$ cat src/rtl/clock_count_pkg.sv
// Shared constants, types and BCD helpers for the clock/time-keeping stage.
// Segment codes are active-low: bit0 = a ... bit6 = g, bit7 = DP.
package clock_count_pkg;

    typedef enum logic [1:0] {
        MODE_RUN      = 2'd0,
        MODE_SET_HOUR = 2'd1,
        MODE_SET_MIN  = 2'd2
    } mode_e;

    localparam logic [7:0] SEG_0     = 8'hC0;
    localparam logic [7:0] SEG_1     = 8'hF9;
    localparam logic [7:0] SEG_2     = 8'hA4;
    localparam logic [7:0] SEG_3     = 8'hB0;
    localparam logic [7:0] SEG_4     = 8'h99;
    localparam logic [7:0] SEG_5     = 8'h92;
    localparam logic [7:0] SEG_6     = 8'h82;
    localparam logic [7:0] SEG_7     = 8'hF8;
    localparam logic [7:0] SEG_8     = 8'h80;
    localparam logic [7:0] SEG_9     = 8'h90;
    localparam logic [7:0] SEG_BLANK = 8'hFF;
    localparam int         DP_BIT    = 7;

    // Field limits kept in BCD so wrap detection is a plain compare.
    localparam logic [5:0] HOUR_MAX   = 6'h23;
    localparam logic [6:0] MINSEC_MAX = 7'h59;

    typedef struct packed {
        logic [5:0] hh;
        logic [6:0] mm;
        logic [6:0] ss;
    } bcd_time_t;

    function automatic logic [7:0] seg_digit(input logic [3:0] d);
        logic [7:0] code;
        case (d)
            4'd0:    code = SEG_0;
            4'd1:    code = SEG_1;
            4'd2:    code = SEG_2;
            4'd3:    code = SEG_3;
            4'd4:    code = SEG_4;
            4'd5:    code = SEG_5;
            4'd6:    code = SEG_6;
            4'd7:    code = SEG_7;
            4'd8:    code = SEG_8;
            4'd9:    code = SEG_9;
            default: code = SEG_BLANK;
        endcase
        return code;
    endfunction

    function automatic logic [5:0] hour_inc(input logic [5:0] v);
        logic [5:0] r;
        if (v == HOUR_MAX)
            r = 6'h00;
        else if (v[3:0] == 4'd9)
            r = {v[5:4] + 2'd1, 4'd0};
        else
            r = {v[5:4], v[3:0] + 4'd1};
        return r;
    endfunction

    function automatic logic [6:0] minsec_inc(input logic [6:0] v);
        logic [6:0] r;
        if (v == MINSEC_MAX)
            r = 7'h00;
        else if (v[3:0] == 4'd9)
            r = {v[6:4] + 3'd1, 4'd0};
        else
            r = {v[6:4], v[3:0] + 4'd1};
        return r;
    endfunction

endpackage

$ cat src/rtl/clock_count_module_smg_encode.sv
// One BCD digit to an active-low 7-segment byte; blank overrides digit and DP.
module smg_encode_module
    import clock_count_pkg::*;
(
    input  logic [3:0] digit,
    input  logic       blank,
    input  logic       dp,
    output logic [7:0] seg
);

    always_comb begin
        seg = seg_digit(digit);
        if (dp)
            seg[DP_BIT] = 1'b0;
        if (blank)
            seg = SEG_BLANK;
    end

endmodule

$ cat src/rtl/clock_count_module.sv
// HH:MM:SS BCD clock with a half-second prescaler, set-mode FSM and a
// registered six-digit segment output stage feeding the scan block.
module clock_count_module
    import clock_count_pkg::*;
#(
    parameter int CLK_FREQ = 50_000_000
) (
    input  logic       CLK,
    input  logic       RST,
    input  logic       Mode_Key,
    input  logic       Inc_Key,
    output logic [7:0] Ten_SMG_Data0,
    output logic [7:0] One_SMG_Data0,
    output logic [7:0] Ten_SMG_Data1,
    output logic [7:0] One_SMG_Data1,
    output logic [7:0] Ten_SMG_Data2,
    output logic [7:0] One_SMG_Data2,
    output logic [1:0] Mode_State
);

    localparam int             HALF_CNT = CLK_FREQ / 2;
    localparam int             PW       = (HALF_CNT > 1) ? $clog2(HALF_CNT) : 1;
    localparam logic [PW-1:0]  HALF_TC  = PW'(HALF_CNT - 1);

    mode_e          mode_q, mode_d;
    logic [PW-1:0]  presc_q, presc_d;
    logic           phase_q, phase_d;
    bcd_time_t      time_q, time_d;
    logic           half_tick, sec_tick;

    logic [5:0][3:0] dig;
    logic [5:0]      blank;
    logic [5:0]      dp;
    logic [5:0][7:0] seg_d;
    logic [5:0][7:0] seg_q;

    assign half_tick = (presc_q == HALF_TC);
    // The second boundary is the half-tick that returns the phase to 0.
    assign sec_tick  = half_tick & phase_q;

    always_ff @(posedge CLK or posedge RST) begin
        if (RST) begin
            mode_q  <= MODE_RUN;
            presc_q <= '0;
            phase_q <= 1'b0;
            time_q  <= '0;
        end else begin
            mode_q  <= mode_d;
            presc_q <= presc_d;
            phase_q <= phase_d;
            time_q  <= time_d;
        end
    end

    always_comb begin
        mode_d  = mode_q;
        presc_d = half_tick ? '0 : presc_q + PW'(1);
        phase_d = phase_q ^ half_tick;
        time_d  = time_q;
        case (mode_q)
            MODE_RUN: begin
                // A tick landing with Mode_Key is applied before the mode moves on.
                if (sec_tick) begin
                    time_d.ss = minsec_inc(time_q.ss);
                    if (time_q.ss == MINSEC_MAX) begin
                        time_d.mm = minsec_inc(time_q.mm);
                        if (time_q.mm == MINSEC_MAX)
                            time_d.hh = hour_inc(time_q.hh);
                    end
                end
                if (Mode_Key)
                    mode_d = MODE_SET_HOUR;
            end
            MODE_SET_HOUR: begin
                if (Mode_Key)
                    mode_d = MODE_SET_MIN;
                else if (Inc_Key)
                    time_d.hh = hour_inc(time_q.hh);
            end
            MODE_SET_MIN: begin
                if (Mode_Key) begin
                    // Leaving set mode restarts the second from a clean boundary.
                    mode_d    = MODE_RUN;
                    time_d.ss = 7'h00;
                    presc_d   = '0;
                    phase_d   = 1'b0;
                end else if (Inc_Key) begin
                    time_d.mm = minsec_inc(time_q.mm);
                end
            end
            default: mode_d = MODE_RUN;
        endcase
    end

    always_comb begin
        dig[0] = {2'b00, time_q.hh[5:4]};
        dig[1] = time_q.hh[3:0];
        dig[2] = {1'b0, time_q.mm[6:4]};
        dig[3] = time_q.mm[3:0];
        dig[4] = {1'b0, time_q.ss[6:4]};
        dig[5] = time_q.ss[3:0];

        blank    = '0;
        blank[0] = (mode_q == MODE_SET_HOUR) && phase_q;
        blank[1] = (mode_q == MODE_SET_HOUR) && phase_q;
        blank[2] = (mode_q == MODE_SET_MIN) && phase_q;
        blank[3] = (mode_q == MODE_SET_MIN) && phase_q;

        // Colon blink: DP after hours and minutes lit in the first half-second.
        dp    = '0;
        dp[1] = (mode_q == MODE_RUN) && !phase_q;
        dp[3] = (mode_q == MODE_RUN) && !phase_q;
    end

    for (genvar i = 0; i < 6; i++) begin : g_enc
        smg_encode_module u_enc (
            .digit (dig[i]),
            .blank (blank[i]),
            .dp    (dp[i]),
            .seg   (seg_d[i])
        );
    end

    always_ff @(posedge CLK or posedge RST) begin
        if (RST)
            seg_q <= {6{SEG_0}};
        else
            seg_q <= seg_d;
    end

    assign Ten_SMG_Data0 = seg_q[0];
    assign One_SMG_Data0 = seg_q[1];
    assign Ten_SMG_Data1 = seg_q[2];
    assign One_SMG_Data1 = seg_q[3];
    assign Ten_SMG_Data2 = seg_q[4];
    assign One_SMG_Data2 = seg_q[5];
    assign Mode_State    = mode_q;

endmodule

$ cat config.mk
export PLATFORM = sky130hd
export DESIGN_NAME = clock_count_module
export DESIGN_NICKNAME = d
export VERILOG_FILES = /design/src/rtl/clock_count_pkg.sv /design/src/rtl/clock_count_module_smg_encode.sv /design/src/rtl/clock_count_module.sv
export SDC_FILE = /design/constraint.sdc
export NUM_CORES = 1
export LEC_CHECK = 0
export ABC_AREA = 0
export CORE_MARGIN = 2
export CORE_UTILIZATION = 63
export CTS_BUF_LIST = sky130_fd_sc_hd__clkbuf_4 sky130_fd_sc_hd__clkbuf_8
export CTS_CLUSTER_DIAMETER = 120
export DETAILED_ROUTE_END_ITERATION = 8
export PLACE_DENSITY = 0.87
export SYNTH_ARGS = -nofsm -noshare
export SYNTH_HDL_FRONTEND = slang
export SYNTH_SLANG_ARGS = --single-unit
$ cat constraint.sdc
create_clock -name CLK -period 8.7 [get_ports CLK]
set_input_delay 1.74 -clock CLK [delete_from_list [all_inputs] [get_ports CLK]]
set_output_delay 1.74 -clock CLK [all_outputs]
set_load 0.01 [all_outputs]
# After elaboration in Yosys (flattened, before gate mapping)
# Memories as Yosys holds them, arrays and structs flattened. A register that Yosys moved wholly into a read port is not among the register bits.
# Cells that the tools add are included.
# W data, S select, Z words.
# totals
reg_bits	96
rom_bits	672
in_bits	4
out_inout_bits	50
wordCells	91
mem_count	6
# op_classes
addsub	7
eq_ne	20
mux	31
bitwise_logic	2
n_reduce_logical	12
# mem_list
name	words	word_bits	rd	rd_ports_with_merged_regs	wr	line	rtl
(no name shown)	16	7	1	0	0	clock_count_pkg.sv:36	case (d)
(no name shown)	16	7	1	0	0	clock_count_pkg.sv:36	
(no name shown)	16	7	1	0	0	clock_count_pkg.sv:36	
(no name shown)	16	7	1	0	0	clock_count_pkg.sv:36	
(no name shown)	16	7	1	1	0	clock_count_pkg.sv:36	
(no name shown)	16	7	1	1	0	clock_count_pkg.sv:36	
# op_table
operator	count
$mux W25	3
$mux W7	7
$mux W8	4
$mux W6	5
$pmux W14 S2	1
$add A25 B1 Y25 const B	1
$eq A25 B25 Y1 const B	1
$mux W20	1
$ne A2 B2 Y1 const B	10
$eq A7 B7 Y1 const B	2
$mux W13	1
$add A4 B1 Y4 const B	3
$eq A4 B4 Y1 const B	3
$pmux W6 S2	1
$add A3 B1 Y3 const B	2
$eq A6 B6 Y1 const B	1
$mux W2	3
$pmux W2 S3	1
$reduce_and A3 Y1	2
$reduce_and A6 Y1	1
$reduce_and A5 Y1	1
$mux W1	4
$reduce_and A4 Y1	1
$reduce_bool A2 Y1	2
other kinds (9)	11

# Longest topological paths before layout
# Gate-level depths: netlist (run 1).
# logic_depth
ltp_word	7
ltp_mapped	10
depth_no_buf	9

# By module
# A second synthesis (run 1) with hierarchy kept.
# hier_totals
cells_unflattened	530
area_unflattened_um2	5392.7
# by_module_without_submodules
mod	instances	cells_per_inst	area_per_inst_um2	seq_area_each_um2
clock_count_module	1	316	3861.2	2417.3
smg_encode_module at g_enc[1].u_enc ...	5	36	257.7	0.0
smg_encode_module at g_enc[0].u_enc	1	34	242.7	0.0

# Worst setup path after synthesis (run 1)
# Ideal clock, no wire load.
# synth_path
kind	register -> register
startpoint	register presc_q[0]
endpoint	register time_q (netlist bit dig[7])
setup_ns	0.124
arrival_time_ns	2.603
t_required_ns	8.576
setup_slack_ns	5.973
stages_incl_launch_ff	11
path_buffers	1
synth_period_minus_slack_ns	2.727
path_cell_list	dfrtp_1 > ha_1 > and4_1 > buf_2 > nand2_1 > nor4_1 > ha_1 > nand3_1 > o41a_1 > or2_4 > a211o_1
# synth_between
elab_chain_cells	4
# synth_rtl
element	line	rtl
start: declaration	clock_count_module.sv:26	logic [PW-1:0] presc_q, presc_d;
start signal: assignment	clock_count_module.sv:49	presc_q <= presc_d;
$eq A25 B25 Y1	clock_count_module.sv:37	assign half_tick = (presc_q == HALF_TC);
$and A1 B1 Y1	clock_count_module.sv:39	assign sec_tick = half_tick & phase_q;
$ne A2 B2 Y1 (no source line)	-	
$reduce_and A6 Y1 (no source line)	-	
end signal: assignment	clock_count_module.sv:51	time_q <= time_d;
end: declaration	clock_count_module.sv:28	bcd_time_t time_q, time_d;
# No other way between the ends.
# A chain may end at the register's enable or synchronous reset.

# Worst setup path after layout (run 1)
# layout_path
startpoint	register mode_q[1], in the netlist Mode_State[1]
endpoint	output Mode_State[1]
# layout_lines
element	line	rtl
start: declaration	clock_count_module.sv:25	mode_e mode_q, mode_d;
start signal: assignment	clock_count_module.sv:48	mode_q <= mode_d;
end: declaration	clock_count_module.sv:18	output logic [1:0] Mode_State
# No word-level cell between the ends.

==> results of run 1 <==
## cell families after synthesis
kind of cell    synth area share [%]
other cells                   0.0810
buf+inv                         5.03
mux                             1.78
compound gates                  13.3
xor+xnor                        2.27
fa+ha+maj                       8.11
simple gates                    20.0
flops                           49.4
## per-stage QoR
step                      area [µm²]  setup WS (ns)  utilization [%]
after global routing            5320           5.17             74.2
after detailed placement        5130           5.32             71.5
after floorplan                 4640           4.61                -
after global placement          5130           5.37             71.5
after CTS                       5320           5.24             74.2
final                           5320           5.24             74.2
## flip-flops by register name (all words and copies together), names as in the netlist
register	cells
presc_q	25
dig	20
One_SMG_Data0	8
One_SMG_Data1	8
One_SMG_Data2	7
Ten_SMG_Data1	7
Ten_SMG_Data2	7
Ten_SMG_Data0	6
Mode_State	2
phase_q	1
## synthesized netlist by cell type, types with 4 or more instances
cell,instances,area share [%]
o22ai_1,4,0.54
buf_2,5,0.54
nand4_1,7,0.95
and3_1,4,0.54
buf_4,7,1.1
dfrtp_1,83,45
nor2_1,41,3.3
xor2_1,8,1.5
a21oi_1,35,3.8
o31ai_1,8,1.3
xnor2_1,4,0.76
mux2i_1,6,1.3
o21ai_0,33,3.6
nand2_1,51,4.1
nor2b_1,4,0.54
clkbuf_1,13,1.1
ha_1,30,8.1
dfstp_2,8,4.5
nor4_1,6,0.81
nand3b_1,6,0.97
and2_1,5,0.68
nand3_1,16,1.7
nor3b_1,4,0.65
or3_1,6,0.81
inv_1,24,1.9
nand2b_1,8,1.1
or4_1,7,1.1
## path summary, 6_finish.rpt
path / cells past startpoint / endpoint / slack (ns) / start
min in group asynchronous: 3 / dig[13] / 2.05 / RST
worst min register to register: 1 / Ten_SMG_Data0[6] / 0.46 / dig[1]
worst max register to register: 9 / dig[7] / 5.47 / presc_q[0]
max in group asynchronous: 3 / One_SMG_Data1[5] / 5.95 / RST
worst max-delay path: 1 / Mode_State[1] / 5.24 / Mode_State[1]
worst min-delay path: 1 / Ten_SMG_Data0[6] / 0.46 / dig[1]
## worst register-to-register path, cell delays in order, from the launching register on
cell and delay (ns):
dfrtp_1 0.39, ha_1 0.22, and4_1 0.36, nand2_1 0.22
nor4_1 0.36, ha_1 0.29, nand3_1 0.16, o41a_1 0.55
or2_4 0.29, a211o_1 0.29
## final cells by class
class | instances | area [µm²]
multi-input cells | 335 | 2130
inverters | 24 | 91.3
fillers | 524 | 1850
clock inverters | 3 | 21.3
repair buffers | 50 | 498
clock buffers | 13 | 173
well taps | 99 | 124
flip-flops and latches | 91 | 2290
## power by group through the flow
stage | Sequential [mW] | Combinational (mW) | Clock (mW)
after floorplan | 0.667 | 0.382 | 0
after global placement | 0.679 | 0.576 | 0
after detailed placement | 0.686 | 0.601 | 0
after CTS | 0.678 | 0.605 | 0.276
after global routing | 0.699 | 0.674 | 0.293
final | 0.679 | 0.602 | 0.271
## placed cells by master, fill, tap and decap left out, types with 5 or more instances in the layout
master / Yosys / routed
mux2i_1: 6 / 6
and2_1: 5 / 5
o31ai_1: 8 / 8
ha_1: 30 / 30
clkdlybuf4s50_1: 0 / 49
clkbuf_8: 0 / 12
o21ai_0: 33 / 33
nand3_1: 16 / 16
nand2_1: 51 / 51
nand2b_1: 8 / 8
nand4_1: 7 / 7
xor2_1: 8 / 8
nor4_1: 6 / 6
nor2_1: 41 / 41
inv_1: 24 / 23
or4_1: 7 / 7
dfrtp_1: 83 / 83
or3_1: 6 / 6
dfstp_2: 8 / 8
nand3b_1: 6 / 6
a21oi_1: 35 / 35
## routing by layer
metal	vias to the layer above	wire, µm
met4	0	182
li1	1707	-
met3	17	292
met2	82	4390
met1	1653	3720
met5	-	0
==> metrics.md, run 1 <==
| Metric | Value |
|---|---|
| DP Cell Count | `between 500 and 600` |
| Slew headroom | `27.3%` |
| CP startpoint kind | `register` |
| Kind of end point of the critical path | `output port` |
| Row count | `31` |
| Worst path bufs/invs | `1` |
| CTS buffer count | `9` |
| Finished Layout Cells | `between 600 and 700` |
| Yosys reg bits | `91` |
| Post CTS Setup Buffer Count | `0` |
| Hold Vio Cnt, Final | `0` |
| Vias in the first global route | `3,368` |
| Setup-failing EPs final | `0` |
| Setup TNS | `0 ns` |
| RSZ-0062 raised after global routing | `false` |
| DIE WIDTH | `89.7 µm` |
| Seq pwr share | `43.7%` |
| DIE HEIGHT | `about 90 µm` |
| Initial antenna violation count | `0` |
| Final nets | `approximately 550` |
| Remaining global-route overflow | `0` |
| Synth Area per Inst | `9.76 µm²` |
| Met2 Resource Use GR | `about two fifths` |
| Largest stage delay on the critical path | `0.69 ns` |
| DP Wirelength | `about 6 mm` |
| Yosys warning count | `0` |
| Antenna diodes | `0` |
| Crit share post-route | `between 30% and 40%` |
| Peak supply drop | `0.146 mV` |
| Buffers added on ports | `slightly below 50` |
| NetSw | `between 500 and 600 µW` |
| Clk network pwr share | `between 15 and 20%` |
| DRT iter0 DRCs | `262` |
| Met1 GRT Util | `29.2%` |
| Worst hold path type | `reg -> reg` |
| Cell Pwr Density | `just under 300 mW/mm²` |
| DR pass1 iterations | `5` |
| Buffer levels on the longest clock path | `2` |
| Max-cap violations | `0` |
| WHS | `approximately 0.46 ns` |
| Fmax | `between 200 and 300 MHz` |
| Final wirelength | `between 8 and 9 mm` |
| EDFF count, synth | `0` |
| Root Driver | `clkbuf_8` |
| Synth cell types | `59` |
| DRC | `0` |
| Clock latency on the worst-skew pair | `about 0.36 ns` |
| GR peak layer | `met2` |
| Ports | `54` |
| DR vias/cell | `about 5.6` |
| Cell Area, Synth | `approximately 0.0046 mm²` |
| TritonCTS clock tree | `yes` |
| Prevailing post-synth register cell | `dfrtp_1` |
| Post-CTS Hold Buffers | `0` |
| Clk sinks | `91` |
| Seq/Total Area, Yosys | `49.4%` |
| Core ar. | `0.00718 mm²` |
| Share of cells above drive strength 1 | `8.14%` |
| Switching Fraction | `a little under two fifths` |
| Met3 GRT Util | `about 3%` |
| Final antenna-violating net count | `0` |
| Htree depth | `3` |
| Status | `complete, no violations` |
| Worst Path Arrival | `about 1.7 ns` |
| Crit-path cells | `clkdlybuf4s50_1` |
| Total track usage | `between 20 and 25%` |
| Post-layout power | `1.55 mW` |
| RePlAce Congestion | `0.862` |
| Clock slew at reported path FFs | `~0.090 ns` |
| CP top delay family | `flip-flops` |
| Die area | `between 0.008 and 0.009 mm²` |
| Global-route wire length before repair | `approximately 15 mm` |
| Area grow syn2layout | `15.0%` |
| Final max-slew violation count | `0` |
| Gate count after technology mapping | `474` |
| Post-synth ARST share | `100%` |
| Leak pwr | `about 2.4 nW` |
| CP Max Fanout | `18` |
| Power Internal | `roughly 1000 µW` |
| Via count | `around 3.5k` |
| Data required, critical path | `around 7 ns` |
| Slowest CP cell | `dfrtp_1` |
| Clock Skew | `around 0.014 ns` |
| Initial core utilization | `64.5%` |
| Crit Path Class | `reg -> out` |
| Largest net degree at the start of global routing | `92` |
| CTS-repair resized insts | `0` |
| Comb power frac | `between 30% and 40%` |
| Worst-Margin Slew | `about 1.1 ns` |
| Post-layout min period | `3.46 ns` |
| DR WL/cell | `14.0 µm` |
No activity file was read; power rests on OpenSTA's default activity.
==> inputs of run 2 (changes only) <==
Settings changed: CORE_UTILIZATION 63 to 52, PLACE_DENSITY 0.87 to 0.77.
Clock period 8.7 ns to 3.1 ns, I/O delays scaled along.
==> run 2 against run 1 <==
Sequential share of layout area fell by 0.56 points. Setup slack got worse by 5.0 ns. Sequential power rose to 2.8 times the previous value. Final cell count rose by 2.3%. Utilization fell by 12 points. Critical path depth rose by 8. Sequential cell count did not move. Total power rose to 2.8 times the previous value.
==> metrics.md, run 2 (synthesis results as in run 1) <==
| Metric | Value |
|---|---|
| Status | `complete, no violations` |
| CP startpoint kind | `register` |
| DRT iter0 DRCs | `158 (-40%)` |
| Initial antenna violation count | `0 (unchanged)` |
| Final antenna-violating net count | `0 (unchanged)` |
| Worst hold path type | `reg -> reg` |
| Core ar. | `0.00868 mm² (+21%)` |
| Clk sinks | `91 (unchanged)` |
| Slew headroom | `55.9% (+29 points)` |
| Hold Vio Cnt, Final | `0 (unchanged)` |
| Final nets | `550 (+0.92%)` |
| Largest net degree at the start of global routing | `37 (-60%)` |
| Final max-slew violation count | `0 (unchanged)` |
| Most common cell after layout, fill and taps aside | `dfrtp_1` |
| Total track usage | `19.3% (-3.5 points)` |
| Clock Skew | `0.0116 ns (-0.00193 ns)` |
| Final wirelength | `8.76 mm (+2.0%)` |
| DR WL/cell | `13.9 µm (-0.29%)` |
| Global-route wire length before repair | `15.3 mm (+0.73%)` |
| FF+latch area | `0.00229 mm² (unchanged)` |
| DR pass1 iterations | `5 (unchanged)` |
| Largest register FFs | `25 (unchanged)` |
| Ports | `54 (unchanged)` |
| CP Max Fanout | `7 (-11)` |
| Most frequent cells in the layout | `83 x dfrtp_1, 51 x nand2_1, 49 x clkdlybuf4s50_1` |
| Buffers added on ports | `49 (unchanged)` |
| Max-cap violations | `0 (unchanged)` |
| Post-layout min period | `about 2.8 ns` |
| Buffer levels on the longest clock path | `2 (unchanged)` |
| Die area | `0.00967 mm² (+20%)` |
| Worst Path Arrival | `3.08 ns (+1.36 ns)` |
| Area grow syn2layout | `16.5%` |
| Data required, critical path | `3.35 ns (-3.61 ns)` |
| Antenna diodes | `0 (unchanged)` |
| Final instance area | `0.00539 mm² (+1.3%)` |
| DIE WIDTH | `98.3 µm (+9.6%)` |
| Remaining global-route overflow | `0 (unchanged)` |
| Fmax | `~350 MHz` |
| Htree depth | `3 (unchanged)` |
| DP Wirelength | `6.36 mm (+5.5%)` |
| Clock slew at reported path FFs | `0.09 ns (about the same)` |
| Initial core utilization | `53.3% (-11 points)` |
| Peak supply drop | `0.364 mV (+150%)` |
| Row count | `34 (+9.7%)` |
| Post CTS Setup Buffer Count | `0 (unchanged)` |
| Clock latency on the worst-skew pair | `0.37 ns (about the same)` |
| Root Driver | `clkbuf_8` |
| TritonCTS clock tree | `yes` |
| Worst-Margin Slew | `0.657 ns (-0.434 ns)` |
| CTS buffer count | `9 (unchanged)` |
| RePlAce Congestion | `0.836 (-3.0%)` |
| Setup-failing EPs final | `0 (unchanged)` |
| DRC | `0 (unchanged)` |
| Via count | `3,484 (+0.72%)` |
| DIE HEIGHT | `98.3 µm (+9.6%)` |
| Vias in the first global route | `3,342 (-0.77%)` |
| Crit share post-route | `about nine tenths` |
| Leak pwr | `2.38 nW (+1.1%)` |
| Area after DPL | `0.00518 mm² (+1.0%)` |
| RSZ-0062 raised after global routing | `false` |
| Post-layout util | `62.1% (-12 points)` |
| Biggest register | `presc_q` |
| Multi-input combinational cell area | `0.00213 mm² (-0.12%)` |
| Fillcell total | `730 (+39%)` |
| DR vias/cell | `5.54 (-1.5%)` |
| Share of cells above drive strength 1 | `9.21% (+1.1 points)` |
| Crit Path Class | `reg -> reg` |
| Cell Pwr Density | `819 mW/mm² (+180%)` |
| Kind of end point of the critical path | `register` |
| Setup TNS | `0 ns (unchanged)` |
## run 2: metrics by stage
stage	instances	hold slack, ns	total power [mW]	setup WS [ns]
after CTS	629	0.434	4.45	0.136
after floorplan	477	0.397	2.94	0.130
after detailed placement	613	0.426	3.62	0.153
final	629	0.432	4.42	0.270
after global routing	629	0.478	4.75	0.0910
after global placement	613	0.418	3.54	0.287
## run 2: where the power goes
part | internal, mW | total, mW | switching (mW)
Sequential | 1.56 | 1.91 | 0.347
Clock | 0.413 | 0.826 | 0.413
Combinational | 0.832 | 1.68 | 0.852
## run 2: layout make-up
cell class | count | share of cell area (%)
Sequential cell | 91 | 42.4
Clock inverter | 4 | 0.974
Timing Repair Buffer | 55 | 10.2
Tap cell | 108 | 2.51
Multi-Input combinational cell | 335 | 39.4
Inverter | 24 | 1.69
Clock buffer | 12 | 2.83
## run 2: layer usage
layer  track usage (%)  share of wire, %  up-vias
li1                  -                 -     1721
met2              31.3                49       87
met1              25.4                45     1660
met3              3.22               4.5       16
met5                 0                 0        -
met4              8.75               2.2        0
## run 2: worst max-delay path: stages (launching register included)
cell and delay, ns:
dfrtp_1 0.40, ha_1 0.22, and4_1 0.24, nand2_1 0.12
nor4_2 0.32, ha_1 0.23, nand3_1 0.13, o41a_1 0.47
or2_4 0.29, a211o_1 0.29
## run 2: path summary, 6_finish.rpt
path	from	to	slack, ns	cells past startpoint
max	presc_q[0]	dig[7]	0.27	9
min	dig[1]	Ten_SMG_Data0[6]	0.43	1
max reg2reg	presc_q[0]	dig[7]	0.27	9
min reg2reg	dig[1]	Ten_SMG_Data0[6]	0.43	1
max in group asynchronous	RST	presc_q[1]	1.81	3
min in group asynchronous	RST	Ten_SMG_Data0[3]	0.64	2
## run 2: what timing repair did
item                       CTS  global route
resized for setup            0             1
hold buffers                 0             0
setup endpoints to repair    0             1
